### src/rtl/temp_sensor_reader.sv
// Read-only SPI (mode 0, MSB first) front end: triggers a sensor read periodically
// or on demand and presents the last completed code on a parallel bus.
module temp_sensor_reader #(
  parameter int CLK_DIV       = 4,
  parameter int SAMPLE_PERIOD = 1000,
  parameter int DATA_BITS     = 8
) (
  input  logic                 clk,
  input  logic                 rst_n,
  input  logic                 enable,
  input  logic                 start,
  input  logic                 sdi,
  output logic                 sclk,
  output logic                 cs_n,
  output logic [DATA_BITS-1:0] temp,
  output logic                 temp_valid,
  output logic                 busy
);

  localparam int DIV_W = (CLK_DIV > 1) ? $clog2(CLK_DIV) : 1;
  localparam int PER_W = (SAMPLE_PERIOD > 1) ? $clog2(SAMPLE_PERIOD) : 1;
  localparam int BIT_W = (DATA_BITS > 1) ? $clog2(DATA_BITS) : 1;

  localparam logic [DIV_W-1:0] DIV_MAX = DIV_W'(CLK_DIV - 1);
  localparam logic [PER_W-1:0] PER_MAX = PER_W'(SAMPLE_PERIOD - 1);
  localparam logic [BIT_W-1:0] BIT_MAX = BIT_W'(DATA_BITS - 1);

  localparam logic [2:0] S_IDLE  = 3'd0;
  localparam logic [2:0] S_SETUP = 3'd1;
  localparam logic [2:0] S_SHIFT = 3'd2;
  localparam logic [2:0] S_DONE  = 3'd3;
  localparam logic [2:0] S_HOLD  = 3'd4;

  logic [2:0]           state_q, state_d;
  logic [DIV_W-1:0]     div_cnt_q, div_cnt_d;
  logic [PER_W-1:0]     per_cnt_q, per_cnt_d;
  logic [BIT_W-1:0]     bit_cnt_q, bit_cnt_d;
  logic [DATA_BITS-1:0] shift_q, shift_d;
  logic [DATA_BITS-1:0] temp_q, temp_d;
  logic                 sclk_q, sclk_d;
  logic                 cs_n_q, cs_n_d;
  logic                 busy_q, busy_d;
  logic                 temp_valid_q, temp_valid_d;
  logic                 term_cnt;
  logic                 div_last;
  logic                 trigger;

  always_comb begin
    term_cnt = enable && (per_cnt_q == PER_MAX);
    trigger  = start || term_cnt;
    div_last = (div_cnt_q == DIV_MAX);

    // The period counter free-runs regardless of busy so periodic reads stay on a fixed grid.
    if (!enable || term_cnt) per_cnt_d = '0;
    else                     per_cnt_d = per_cnt_q + 1'b1;

    state_d   = state_q;
    div_cnt_d = div_cnt_q;
    bit_cnt_d = bit_cnt_q;
    shift_d   = shift_q;
    temp_d    = temp_q;
    sclk_d    = sclk_q;

    case (state_q)
      S_IDLE: begin
        div_cnt_d = '0;
        sclk_d    = 1'b0;
        if (trigger) state_d = S_SETUP;
      end
      S_SETUP: begin
        if (div_last) begin
          state_d   = S_SHIFT;
          div_cnt_d = '0;
          bit_cnt_d = '0;
          sclk_d    = 1'b1;
          shift_d   = (shift_q << 1) | DATA_BITS'(sdi);
        end else begin
          div_cnt_d = div_cnt_q + 1'b1;
        end
      end
      S_SHIFT: begin
        if (div_last) begin
          div_cnt_d = '0;
          if (sclk_q) begin
            sclk_d = 1'b0;
          end else if (bit_cnt_q == BIT_MAX) begin
            // Load temp on entry to DONE so it is already updated while temp_valid is high.
            state_d = S_DONE;
            temp_d  = shift_q;
          end else begin
            sclk_d    = 1'b1;
            bit_cnt_d = bit_cnt_q + 1'b1;
            shift_d   = (shift_q << 1) | DATA_BITS'(sdi);
          end
        end else begin
          div_cnt_d = div_cnt_q + 1'b1;
        end
      end
      S_DONE: begin
        state_d   = S_HOLD;
        div_cnt_d = '0;
      end
      S_HOLD: begin
        if (div_last) begin
          state_d   = S_IDLE;
          div_cnt_d = '0;
        end else begin
          div_cnt_d = div_cnt_q + 1'b1;
        end
      end
      default: begin
        state_d   = S_IDLE;
        div_cnt_d = '0;
        sclk_d    = 1'b0;
      end
    endcase

    // Outputs are registered from the next state so they change cleanly with the FSM.
    cs_n_d       = !((state_d == S_SETUP) || (state_d == S_SHIFT));
    busy_d       = (state_d != S_IDLE);
    temp_valid_d = (state_d == S_DONE);
  end

  always_ff @(posedge clk or negedge rst_n) begin
    if (!rst_n) begin
      state_q      <= S_IDLE;
      div_cnt_q    <= '0;
      per_cnt_q    <= '0;
      bit_cnt_q    <= '0;
      shift_q      <= '0;
      temp_q       <= '0;
      sclk_q       <= 1'b0;
      cs_n_q       <= 1'b1;
      busy_q       <= 1'b0;
      temp_valid_q <= 1'b0;
    end else begin
      state_q      <= state_d;
      div_cnt_q    <= div_cnt_d;
      per_cnt_q    <= per_cnt_d;
      bit_cnt_q    <= bit_cnt_d;
      shift_q      <= shift_d;
      temp_q       <= temp_d;
      sclk_q       <= sclk_d;
      cs_n_q       <= cs_n_d;
      busy_q       <= busy_d;
      temp_valid_q <= temp_valid_d;
    end
  end

  assign sclk       = sclk_q;
  assign cs_n       = cs_n_q;
  assign temp       = temp_q;
  assign temp_valid = temp_valid_q;
  assign busy       = busy_q;

endmodule

### config.mk
export PLATFORM = sky130hd
export DESIGN_NAME = temp_sensor_reader
export DESIGN_NICKNAME = d
export VERILOG_FILES = /design/src/rtl/temp_sensor_reader.sv
export SDC_FILE = /design/constraint.sdc
export NUM_CORES = 1
export LEC_CHECK = 0
export BUFFER_PORTS_ARGS = -buffer_cell sky130_fd_sc_hd__buf_2
export CAP_MARGIN = 20
export CORE_ASPECT_RATIO = 0.5
export CORE_MARGIN = 4
export CORE_UTILIZATION = 46
export CTS_BUF_LIST = sky130_fd_sc_hd__clkbuf_16
export CTS_CLUSTER_SIZE = 24
export DETAILED_ROUTE_END_ITERATION = 10
export GPL_TIMING_DRIVEN = 1
export HOLD_SLACK_MARGIN = 0.08
export PLACE_DENSITY = 0.71
export SYNTH_ARGS = -nofsm -noshare
export SYNTH_HDL_FRONTEND = slang
export SYNTH_SLANG_ARGS = --single-unit
### constraint.sdc
create_clock -name clk -period 2.7 [get_ports clk]
set_clock_uncertainty 0.05 [all_clocks]
set_input_delay 0.405 -clock clk [delete_from_list [all_inputs] [get_ports clk]]
set_output_delay 0.405 -clock clk [all_outputs]
set_load 0.01 [all_outputs]
Word level (Yosys, flattened, before mapping)
Cells that the tools add are included.
{ "op_classes": {"add_sub_neg": 3, "n_eq_ne": 14, "muxes": 25, "bitwise_logic": 3, "reduce_logical": 14} }
{ "op_table": {"columns": ["op", "count"], "rows": [
  ["8-bit 2-to-1 mux", 4],
  ["3-bit 2-to-1 mux", 10],
  ["8-bit case mux with 2 select lines", 1],
  ["3-bit case mux with 5 select lines", 1],
  ["3-bit by 2-bit equality test with 1-bit output, second input constant", 4],
  ["10-bit by 1-bit adder with 10-bit output, second input constant", 1],
  ["10-bit equality test, second input constant", 1],
  ["10-bit 2-to-1 mux", 1],
  ["2-bit != test, second input constant", 4],
  ["8-bit by 1-bit bitwise OR with 8-bit output", 1],
  ["3-bit by 1-bit equality test with 1-bit output, second input constant", 2],
  ["3-bit equality test, second input constant", 2],
  ["3-bit case mux with 2 select lines", 1],
  ["5-bit AND reduction", 1],
  ["1-bit 2-to-1 mux", 4],
  ["2-bit 2-to-1 mux", 2],
  ["4-bit AND reduction", 1],
  ["3-bit by 1-bit adder with 3-bit output, second input constant", 1],
  ["3-bit zero test", 1],
  ["1-bit logical OR", 3],
  ["1-bit case mux with 3 select lines", 1],
  ["3-bit AND reduction", 1],
  ["3-bit nonzero test", 1],
  ["3-bit OR reduction", 1],
  ["other kinds (7)", 9]
]} }
{ "word_totals": {"register_bits": 38, "inputBits": 5, "output_inout_bits": 12, "elab_cells": 69} }

Longest topological paths before layout
Gate-level depths: netlist (run 1).
{ "logic_depth": {"ltp_word": 8, "ltp_mapped": 6, "ltp_nobuf": 6} }

Least setup slack after synthesis (run 1)
No wires, ideal clock.
{ "synth_path": {"path_kind": "register -> register", "start": "register bit_cnt_q[0]", "end": "register busy_q, in the netlist busy", "arrival_time_ps": 1685, "required_ps": 2519, "path_slack_ps": 834, "stages_incl_launch_ff": 7, "n_path_buf": 0, "path_cell_list": "dfrtp_1 -> ha_1 -> ha_1 -> and4b_1 -> o311ai_4 -> o21ai_2 -> or3_1"} }
{ "synth_via": {"elab_chain_len": 6} }
{ "synth_rtl": {"columns": ["element", "line", "text"], "rows": [
  ["start: declaration", "37", "logic [BIT_W-1:0] bit_cnt_q, bit_cnt_d;"],
  ["start signal: assignment", "140", "bit_cnt_q <= bit_cnt_d;"],
  ["3-bit equality test", "86", "end else if (bit_cnt_q == BIT_MAX) begin"],
  ["3-bit 2-to-1 mux", "86", null],
  ["3-bit 2-to-1 mux", "84", "if (sclk_q) begin"],
  ["3-bit 2-to-1 mux", "82", "if (div_last) begin"],
  ["3-bit case mux with 5 select lines", "64", "case (state_q)"],
  ["named net state_d[0]", "34", "logic [2:0] state_q, state_d;"],
  ["3-bit nonzero test", "120", "busy_d = (state_d != S_IDLE);"],
  ["named net busy_d", "42", "logic busy_q, busy_d;"],
  ["end signal: assignment", "145", "busy_q <= busy_d;"],
  ["end: declaration", "42", null]
]} }
The timed path passes the listed nets, and every way through them passes these cells.
A chain may end at the register's enable or synchronous reset.

Worst setup path in the final report (run 1)
{ "layout_path": {"start": "register bit_cnt_q[0]", "end": "register shift_q[4]"} }
{ "layout_via": {"elab_chain_len": 3} }
{ "layout_rtl": {"columns": ["element", "line", "text"], "rows": [
  ["3-bit equality test", "86", null],
  ["2-bit != test (no source line)", null, null],
  ["5-bit AND reduction (no source line)", null, null],
  ["end signal: assignment", "141", "shift_q <= shift_d;"],
  ["end: declaration", "38", "logic [DATA_BITS-1:0] shift_q, shift_d;"]
]} }
No other way between the ends.

==> results of run 1 <==
[cell families (layout without fill, tap and decap cells)]
family	after synthesis	in the layout	share of synthesized area, %
AOI/OAI and AO/OA	14	14	7.676
xor gates and xnor gates	8	8	4.133
adders and majority gates	4	4	2.952
buffers and inverters	5	28	1.550
DFF	38	38	56.16
muxes	17	17	12.84
and+or+nand+nor	43	43	14.69
[layout by cell type (no fill, tap or decap), types with 4 or more instances in the layout]
cell type | Yosys | final
clkbuf_16 | 0 | 5
ha_1 | 4 | 4
nand2_1 | 5 | 5
xnor2_1 | 5 | 5
mux2_1 | 9 | 9
inv_1 | 3 | 4
nor2_1 | 10 | 10
mux2_4 | 7 | 7
and3_1 | 4 | 4
buf_2 | 0 | 16
dfrtp_1 | 37 | 37
[stage by stage]
step / worst slack [ns] / power (µW) / hold WS [ns] / util (%)
floorplan: 0.8335 / 1158 / 0.05941 / -
global placement: 0.7477 / 1250 / 0.3728 / 52.37
detailed placement: 0.6967 / 1266 / 0.3794 / 52.37
CTS: 0.6905 / 1816 / 0.2099 / 56.31
global route: 0.5871 / 1903 / 0.2558 / 56.31
finish: 0.7123 / 1797 / 0.1722 / 56.31
[per-layer routing]
| layer | up-vias | routed length (µm) |
|---|---|---|
| met1 | 522 | 1351 |
| met5 | - | 0 |
| li1 | 504 | - |
| met4 | 0 | 53 |
| met3 | 6 | 100 |
| met2 | 16 | 1309 |
[worst reg2reg max path: stages, from the launching register on]
cell,delay [ns]
dfrtp_1,0.38
ha_1,0.20
ha_1,0.26
o31ai_4,0.27
nand3_2,0.31
mux2_1,0.41
[worst max-delay path by stage]
stage / endpoint / slack [ns] / cells after the start
2_1_floorplan: busy$_DFF_PN0_ / 0.83 / 6
3_3_place_gp: busy$_DFF_PN0_ / 0.75 / 6
3_5_place_dp: shift_q[4]$_DFFE_PN0P_ / 0.70 / 5
4_1_cts: shift_q[4]$_DFFE_PN0P_ / 0.69 / 5
5_1_grt: shift_q[4]$_DFFE_PN0P_ / 0.59 / 5
6_report: shift_q[4]$_DFFE_PN0P_ / 0.71 / 5
[area by class of cell]
cell class | instances | share of cell area, %
multi-input combinational | 86 | 36.47
clock buffer | 5 | 6.365
tap | 51 | 3.246
sequential | 38 | 48.44
timing repair buffer | 16 | 4.074
inverter | 4 | 0.7638
clock inverter | 3 | 0.6365
[state kept, by name (all words and copies together), names as in the netlist]
signal / count
cs_n: 1
shift_q: 8
temp: 8
state_q: 3
sclk: 1
div_cnt_q: 2
temp_valid: 1
bit_cnt_q: 3
per_cnt_q: 10
busy: 1
[power groups by stage]
stage	Clock, µW	Sequential, µW	Combinational [µW]
after floorplan	0	790	368
after global placement	0	806	443
after detailed placement	0	810	457
after CTS	554	805	458
after global routing	581	825	496
final	539	806	451
==> flow_metrics.env, run 1 <==
export IMPL_power_switching_uw=528.0
export IMPL_multi_input_area_um2=716.9
export IMPL_maxSlewViolCount=0
export IMPL_worst_pin_slew_ns=0.8149
export IMPL_grt_use_total_pct=14.14
export IMPL_dieArea_um2=4780
export IMPL_cp_num_buf_inv=0
export IMPL_cts_setup_buffers=0
export IMPL_hold_buffers=0
export IMPL_use_met1_pct=17.94
export IMPL_drc=0
export IMPL_cp_end_kind="flip-flop"
export IMPL_grt_pass1_wl_um=5133
export IMPL_fin_tns_setup_ns=0
export IMPL_maxCapViolCount=0
export IMPL_ioPinCount=17
export IMPL_hp_class="in -> async"
export IMPL_instances_no_fill=203
export IMPL_fin_area_um2=1966
export IMPL_cp_cell_sequence="ha_1 -> ha_1 -> o31ai_4 -> nand3_2 -> mux2_1"
export IMPL_synth_distinct_cells=41
export IMPL_layout_min_cycle_time_ns=1.988
export IMPL_pwr_share_comb_pct=25.1
export IMPL_start_kind="flip-flop"
export IMPL_clkSinkCount=38
export IMPL_cp_startpoint="bit_cnt_q[0]$_DFFE_PN0P_"
export IMPL_drive_gt1_share_pct=26.32
export IMPL_ys_warn_count=0
export IMPL_seq_area_frac_synth_pct=56.16
export IMPL_synth_edff_count=0
export IMPL_place_area_um2=1828
export IMPL_std_cell_rows=15
export IMPL_placed_cells=195
export IMPL_synth_area_top_cells="dfrtp_1 (55%), mux2_4 (6.2%), mux2_1 (6.0%)"
export IMPL_cts_root_buf="clkbuf_16"
export IMPL_synth_area_um2=1695
export IMPL_yosysMostFrequentCell="dfrtp_1"
export IMPL_n_antenna_cell=0
export IMPL_synth_ff_type="dfrtp_1"
export IMPL_fmax_ghz=0.5031
export IMPL_seq_area_um2=952.2
export IMPL_dr_pass1_iters=4
export IMPL_finalCritPeriodShare_pct=73.62
export IMPL_cellLeakagePower_uw=0.0009865
export IMPL_gr_max_usage_layer="met2"
export IMPL_vias=1048
export IMPL_clkTransAtPathRegs_ns=0.06
export IMPL_cts_tree="built"
export IMPL_ys_ff_latch=38
export IMPL_rsz0062_at_grt="no"
export IMPL_grt_pass1_vias=1069
export IMPL_pwr_share_clk_pct=30.0
export IMPL_die_h_um=50.93
export IMPL_gp_congestion=0.7498
export IMPL_swShare_pct=29.39
export IMPL_crit_fanout=11
export IMPL_r2r_end="shift_q[4]$_DFFE_PN0P_"
export IMPL_antenna_found_initial=0
export IMPL_nets=160
export IMPL_syn_to_final_growth_pct=15.94
export IMPL_die_width_um=93.86
export IMPL_cts_max_level=2
export IMPL_yosysTopAreaCellShare_pct=54.61
export IMPL_first_iter_violations=77
export IMPL_async_flop_share_pct=100.0
export IMPL_status="finished clean"
export IMPL_slew_headroom_pct=45.67
export IMPL_regToRegSetupSlack_ns=0.71
export IMPL_worstPathRequired_ns=2.81
export IMPL_hold_violations=0
export IMPL_peakVddDrop_mv=0.2984
export IMPL_wire_per_inst_um=13.86
export IMPL_syn_num_nets=138
export IMPL_postSynthAreaPerCell_um2=13.14
export IMPL_ctsResizeCount=0
export IMPL_seqPwrFrac_pct=44.9
export IMPL_num_fill_cells=315
export IMPL_synth_top_cells_by_count="dfrtp_1 (37), nor2_1 (10), mux2_1 (9)"
export IMPL_finalSetupViolations=0
export IMPL_cp_slowest_cell="mux2_1"
export IMPL_crit_family="adder cells"
export IMPL_grt_max_degree=39
export IMPL_io_buffer_count=16
export IMPL_dpl_hpwl_um=1905
export IMPL_drtAntennaViolNets=0
export IMPL_crit_top_cell="ha_1"
export IMPL_coreArea_um2=3491
export IMPL_clk_path_buf_depth=2
export IMPL_grt_overflow_total=0
export IMPL_routed_wl_um=2814
export IMPL_use_met3_pct=4.559
export IMPL_grt_use_met2_pct=22.21
export IMPL_p_int_uw=1269
export IMPL_routed_via_density=5.163
export IMPL_crit_type="reg -> reg"
export IMPL_reg2reg_from="bit_cnt_q[0]$_DFFE_PN0P_"
export IMPL_cpPeakStageDelay_ns=0.41
export IMPL_reg2reg_depth=5
export IMPL_insertion_delay_ns=0.28
export IMPL_initial_core_util_pct=48.57
export IMPL_synth_top_area_cell="dfrtp_1"
export IMPL_cts_buffers=5
export IMPL_critPathArrivalTime_ns=2.09
export IMPL_syn_inst=129
export IMPL_cellPowerDensity_nw_per_um2=914.0
(Power assumes the default switching activity.)
==> inputs of run 2 (changes only) <==
Settings changed: PLACE_DENSITY 0.71 to 0.73.
Clock period 2.7 ns to 1.8 ns, I/O delays scaled along.
==> run 2 against run 1 <==
The flow now finishes with violations (setup timing). Non-clock buffer count is 9 higher. Sequential share of layout area is 2.7 points lower. Sequential power is 49% higher. Worst setup slack worse by 0.71 ns. Design area is 6.0% higher. Maximum frequency is 10% higher. Clock power is 48% higher. Routed wire length is 3.9% higher. Count of clock-buffer cells in the layout stayed put. Critical path type unchanged. Largest cell class unchanged.
==> flow_metrics.env, run 2 (same netlist as run 1, synthesis figures left out) <==
export IMPL_met3WireLength_um=108
export IMPL_wire_per_inst_um=13.79
export IMPL_peakVddDrop_mv=0.5169
export IMPL_power_uw=2818
export IMPL_drc=0
export IMPL_fmax_ghz=0.5549
export IMPL_rsz0062_at_grt="yes"
export IMPL_finalCritPeriodShare_pct=100.1
export IMPL_hold_path_endpoint="shift_q[0]$_DFFE_PN0P_"
export IMPL_maxSlewViolCount=0
export IMPL_cp_end_kind="flip-flop"
export IMPL_holdWs_ns=0.1731
export IMPL_multi_input_area_um2=735.7
export IMPL_hp_start="sdi"
export IMPL_worst_pin_slew_ns=0.4679
export IMPL_cellPowerDensity_nw_per_um2=1353
export IMPL_hp_class="in -> reg"
export IMPL_fin_util_pct=59.68
export IMPL_largest_reg_flops=10
export IMPL_io_buffer_count=16
export IMPL_cp_cell_sequence="ha_2 -> ha_4 -> and4b_1 -> o311ai_4 -> o21ai_2 -> or3_1"
export IMPL_n_antenna_cell=0
export IMPL_reg2reg_from="bit_cnt_q[1]$_DFFE_PN0P_"
export IMPL_wl_met2_um=1361
export IMPL_dpl_hpwl_um=1933
export IMPL_cts_root_buf="clkbuf_16"
export IMPL_std_cell_rows=15
export IMPL_crit_fanout=5
export IMPL_place_area_um2=1901
export IMPL_regMostFlops="per_cnt_q"
export IMPL_layout_common_cells="dfrtp_1 (37), buf_2 (16), nor2_1 (10)"
export IMPL_grt_overflow_total=0
export IMPL_antenna_found_initial=0
export IMPL_routed_via_density=5.052
export IMPL_layout_min_cycle_time_ns=1.802
export IMPL_regToRegSetupSlack_ns=-0.002
export IMPL_maxCapViolCount=0
export IMPL_reg2reg_depth=6
export IMPL_clkSinkCount=38
export IMPL_insertion_delay_ns=0.28
export IMPL_clk_path_buf_depth=2
export IMPL_worstPathRequired_ns=1.90
export IMPL_ioPinCount=17
export IMPL_grt_pass1_vias=1120
export IMPL_layout_commonest_cell="dfrtp_1"
export IMPL_seq_area_um2=952.2
export IMPL_wl_met1_um=1375
export IMPL_status="finished, violations left"
export IMPL_cts_buffers=5
export IMPL_die_width_um=93.86
export IMPL_drtAntennaViolNets=0
export IMPL_clkTransAtPathRegs_ns=0.05
export IMPL_crit_type="reg -> reg"
export IMPL_nets=169
export IMPL_critPathArrivalTime_ns=1.90
export IMPL_drive_gt1_share_pct=31.06
export IMPL_cp_slowest_cell="dfrtp_1"
export IMPL_fin_area_um2=2083
export IMPL_top_layer="met4"
export IMPL_cellLeakagePower_uw=0.001047
export IMPL_syn_to_final_growth_pct=22.88
export IMPL_start_kind="flip-flop"
export IMPL_gp_congestion=0.8660
export IMPL_min_path_cells=2
export IMPL_cts_tree="built"
export IMPL_dieArea_um2=4780
export IMPL_num_fill_cells=288
export IMPL_crit_family="simple AND/OR/NAND/NOR gates"
export IMPL_coreArea_um2=3491
export IMPL_first_iter_violations=84
export IMPL_cpPeakStageDelay_ns=0.39
export IMPL_violations="setup timing"
export IMPL_grt_pass1_wl_um=5168
export IMPL_die_h_um=50.93
export IMPL_slew_headroom_pct=68.81
export IMPL_routed_wl_um=2924
export IMPL_initial_core_util_pct=48.57
export IMPL_cp_num_buf_inv=0
export IMPL_hold_violations=0
export IMPL_vias=1071
export IMPL_dr_pass1_iters=4
export IMPL_finalSetupViolations=1
export IMPL_r2r_end="busy$_DFF_PN0_"
export IMPL_grt_max_degree=39
export IMPL_cts_max_level=2
export IMPL_timing_final_ws_setup_ns=-0.002205
export IMPL_grt_use_total_pct=14.18
## run 2: cell type report
cell class	instances	area share, %
Tap cell	51	3.063
Inverter	4	0.7207
Sequential cell	38	45.71
Timing Repair Buffer	25	8.649
Clock buffer	5	6.006
Clock inverter	3	0.5405
Multi-Input combinational cell	86	35.32
## run 2: routing by layer
layer	track usage, %	vias up
met5	0	-
met3	4.559	8
li1	-	516
met1	17.46	528
met4	6.715	0
met2	22.80	19
## run 2: worst max path at each step
stage	to	slack (ns)	from	depth (start not counted)
floorplan	busy$_DFF_PN0_	0.03	bit_cnt_q[0]$_DFFE_PN0P_	6
global placement	busy$_DFF_PN0_	0.02	bit_cnt_q[0]$_DFFE_PN0P_	6
detailed placement	busy$_DFF_PN0_	-0.03	bit_cnt_q[0]$_DFFE_PN0P_	6
CTS	busy$_DFF_PN0_	-0.01	bit_cnt_q[1]$_DFFE_PN0P_	6
global route	busy$_DFF_PN0_	-0.07	bit_cnt_q[1]$_DFFE_PN0P_	6
finish	busy$_DFF_PN0_	-0.002	bit_cnt_q[1]$_DFFE_PN0P_	6
## run 2: timing repair
item	CTS	global route
gates resized for setup	1	0
hold buffers	1	0
gates cloned	0	1
endpoints found under the setup margin	2	11
hold endpoints to repair	37	0
setup buffers	1	0
pin swaps	2	2
## run 2: power breakdown
group	internal [µW]	switching [µW]	total (µW)
registers	1040	164	1200
clock network	497	302	798
logic	471	347	818
## run 2: metrics by stage
stage | setup slack [ns] | std cells | TNS [ns]
final | -0.002205 | 212 | -0.002205
after global routing | -0.07265 | 212 | -0.2430
after CTS | -0.01385 | 211 | -0.01385
after detailed placement | -0.03205 | 201 | -0.03205
after global placement | 0.01734 | 201 | 0
after floorplan | 0.03012 | 129 | 0
==> inputs of run 3 (changes only) <==
Settings changed: PLACE_DENSITY 0.73 to 0.67.
==> run 3 against run 2 <==
The flow now finishes without violations. Sequential power about the same. Total power about the same. First-iteration DRC count down 23%. Count of clock-buffer cells in the layout unchanged. Routed wire length up 0.10%.
==> flow_metrics.env, run 3 (same netlist as run 1, synthesis figures left out) <==
export IMPL_status="finished clean"
export IMPL_crit_fanout=3
export IMPL_cpPeakStageDelay_ns=0.38
export IMPL_clkSinkCount=38
export IMPL_cts_tree="built"
export IMPL_clk_path_buf_depth=2
export IMPL_cellPowerDensity_nw_per_um2=1342
export IMPL_slew_headroom_pct=68.29
export IMPL_ioPinCount=17
export IMPL_fin_util_pct=60.14
export IMPL_wire_per_inst_um=13.74
export IMPL_drtAntennaViolNets=0
export IMPL_cts_max_level=2
export IMPL_nets=170
export IMPL_worst_pin_slew_ns=0.4713
export IMPL_timing_final_ws_setup_ns=0.04873
export IMPL_initial_core_util_pct=48.57
export IMPL_worstPathRequired_ns=1.90
export IMPL_pre_cts_slack_ns=-0.03644
export IMPL_start_kind="flip-flop"
export IMPL_largest_reg_flops=10
export IMPL_n_antenna_cell=0
export IMPL_grt_max_degree=39
export IMPL_gp_congestion=0.8054
export IMPL_dpl_hpwl_um=1984
export IMPL_critPathArrivalTime_ns=1.85
export IMPL_dieArea_um2=4780
export IMPL_drc=0
export IMPL_cts_root_buf="clkbuf_16"
export IMPL_grt_use_total_pct=14.22
export IMPL_cellLeakagePower_uw=0.001054
export IMPL_dr_pass1_iters=4
export IMPL_io_buffer_count=16
export IMPL_maxSlewViolCount=0
export IMPL_layout_commonest_cell="dfrtp_1"
export IMPL_first_iter_violations=65
export IMPL_layout_common_cells="dfrtp_1 (37), buf_2 (16), nor2_1 (10)"
export IMPL_die_width_um=93.86
export IMPL_routed_via_density=5.094
export IMPL_finalSetupViolations=0
export IMPL_finalCritPeriodShare_pct=97.29
export IMPL_antenna_found_initial=0
export IMPL_layout_min_cycle_time_ns=1.751
export IMPL_cp_cell_sequence="ha_2 -> ha_4 -> and4b_1 -> o311ai_4 -> o21ai_2 -> or3_1"
export IMPL_coreArea_um2=3491
export IMPL_peakVddDrop_mv=0.5227
export IMPL_insertion_delay_ns=0.28
export IMPL_drive_gt1_share_pct=30.86
export IMPL_grt_overflow_total=0
export IMPL_cp_end_kind="flip-flop"
export IMPL_hold_violations=0
export IMPL_regMostFlops="per_cnt_q"
export IMPL_cp_slowest_cell="dfrtp_1"
export IMPL_cts_buffers=5
export IMPL_routed_wl_um=2927
export IMPL_std_cell_rows=15
export IMPL_fmax_ghz=0.5710
export IMPL_grt_pass1_wl_um=5161
export IMPL_grt_pass1_vias=1109
export IMPL_clkTransAtPathRegs_ns=0.05
export IMPL_syn_to_final_growth_pct=23.84
export IMPL_die_h_um=50.93
export IMPL_hp_class="in -> reg"
export IMPL_maxCapViolCount=0
export IMPL_vias=1085
export IMPL_crit_type="reg -> reg"
## run 3: cell count changes in the layout (fill, tap and decap cells not counted)
cell | previous run | this run
mux2_4 | 8 | 7
mux2_1 | 8 | 9
buf_12 | 1 | 2
## run 3: final timing paths
path | startpoint | end | cells after the start | slack, ns
setup / recovery | bit_cnt_q[0]$_DFFE_PN0P_ | busy$_DFF_PN0_ | 6 | 0.05
hold / removal | sdi | shift_q[0]$_DFFE_PN0P_ | 2 | 0.18
setup reg to reg | bit_cnt_q[0]$_DFFE_PN0P_ | busy$_DFF_PN0_ | 6 | 0.05
hold reg to reg | div_cnt_q[0]$_DFF_PN0_ | div_cnt_q[0]$_DFF_PN0_ | 1 | 0.39
max in group asynchronous | rst_n | cs_n$_DFF_PN1_ | 3 | 1.00
min in group asynchronous | rst_n | per_cnt_q[4]$_DFF_PN0_ | 3 | 0.44
## run 3: where the power goes
part	internal (µW)	total (µW)	leakage (µW)	switching, µW
Clock	497	801	0.0000776	305
Sequential	1040	1180	0.000506	145
Combinational	476	834	0.000470	358
## run 3: area by class of cell
type | instances | area (µm²)
inverter | 4 | 15.01
clock buffer | 5 | 125.1
clock inverter | 3 | 11.26
tap | 51 | 63.81
multi-input combinational | 86 | 732.0
fill | 288 | 1391
sequential | 38 | 952.2
timing repair buffer | 26 | 200.2
## run 3: critical path, delay by kind of cell, from the launching register on
family	cells	cell delay [ns]
simple gates	2	0.52
fa+ha+maj	2	0.37
compound gates	2	0.31
flops	1	0.38
## run 3: repair_timing
action | CTS | global route
pin swaps | 3 | 3
gates cloned | 0 | 1
hold buffers | 1 | 0
endpoints found under the setup margin | 1 | 6
setup buffers | 2 | 1
resized for setup | 0 | 0
endpoints found under the hold margin | 37 | 0
## run 3: stage by stage
step	setup TNS [ns]	area, µm²	total power [µW]	cells	hold WS [ns]
floorplan	0	1710	1738	129	-0.07559
global route	-0.0001041	2100	2986	213	0.1744
finish	0	2100	2817	213	0.1751
global placement	0	1906	1956	200	0.1991
detailed placement	-0.03644	1906	1982	200	0.2016
CTS	0	2067	2818	211	0.1687
## run 3: metal layers
metal  up-vias  track usage [%]  share of wire, %
li1        522                -                 -
met3         5            4.118               4.2
met2        20            22.44                44
met4         0            7.194               1.7
met5         -                0                 0
met1       538            17.98                50
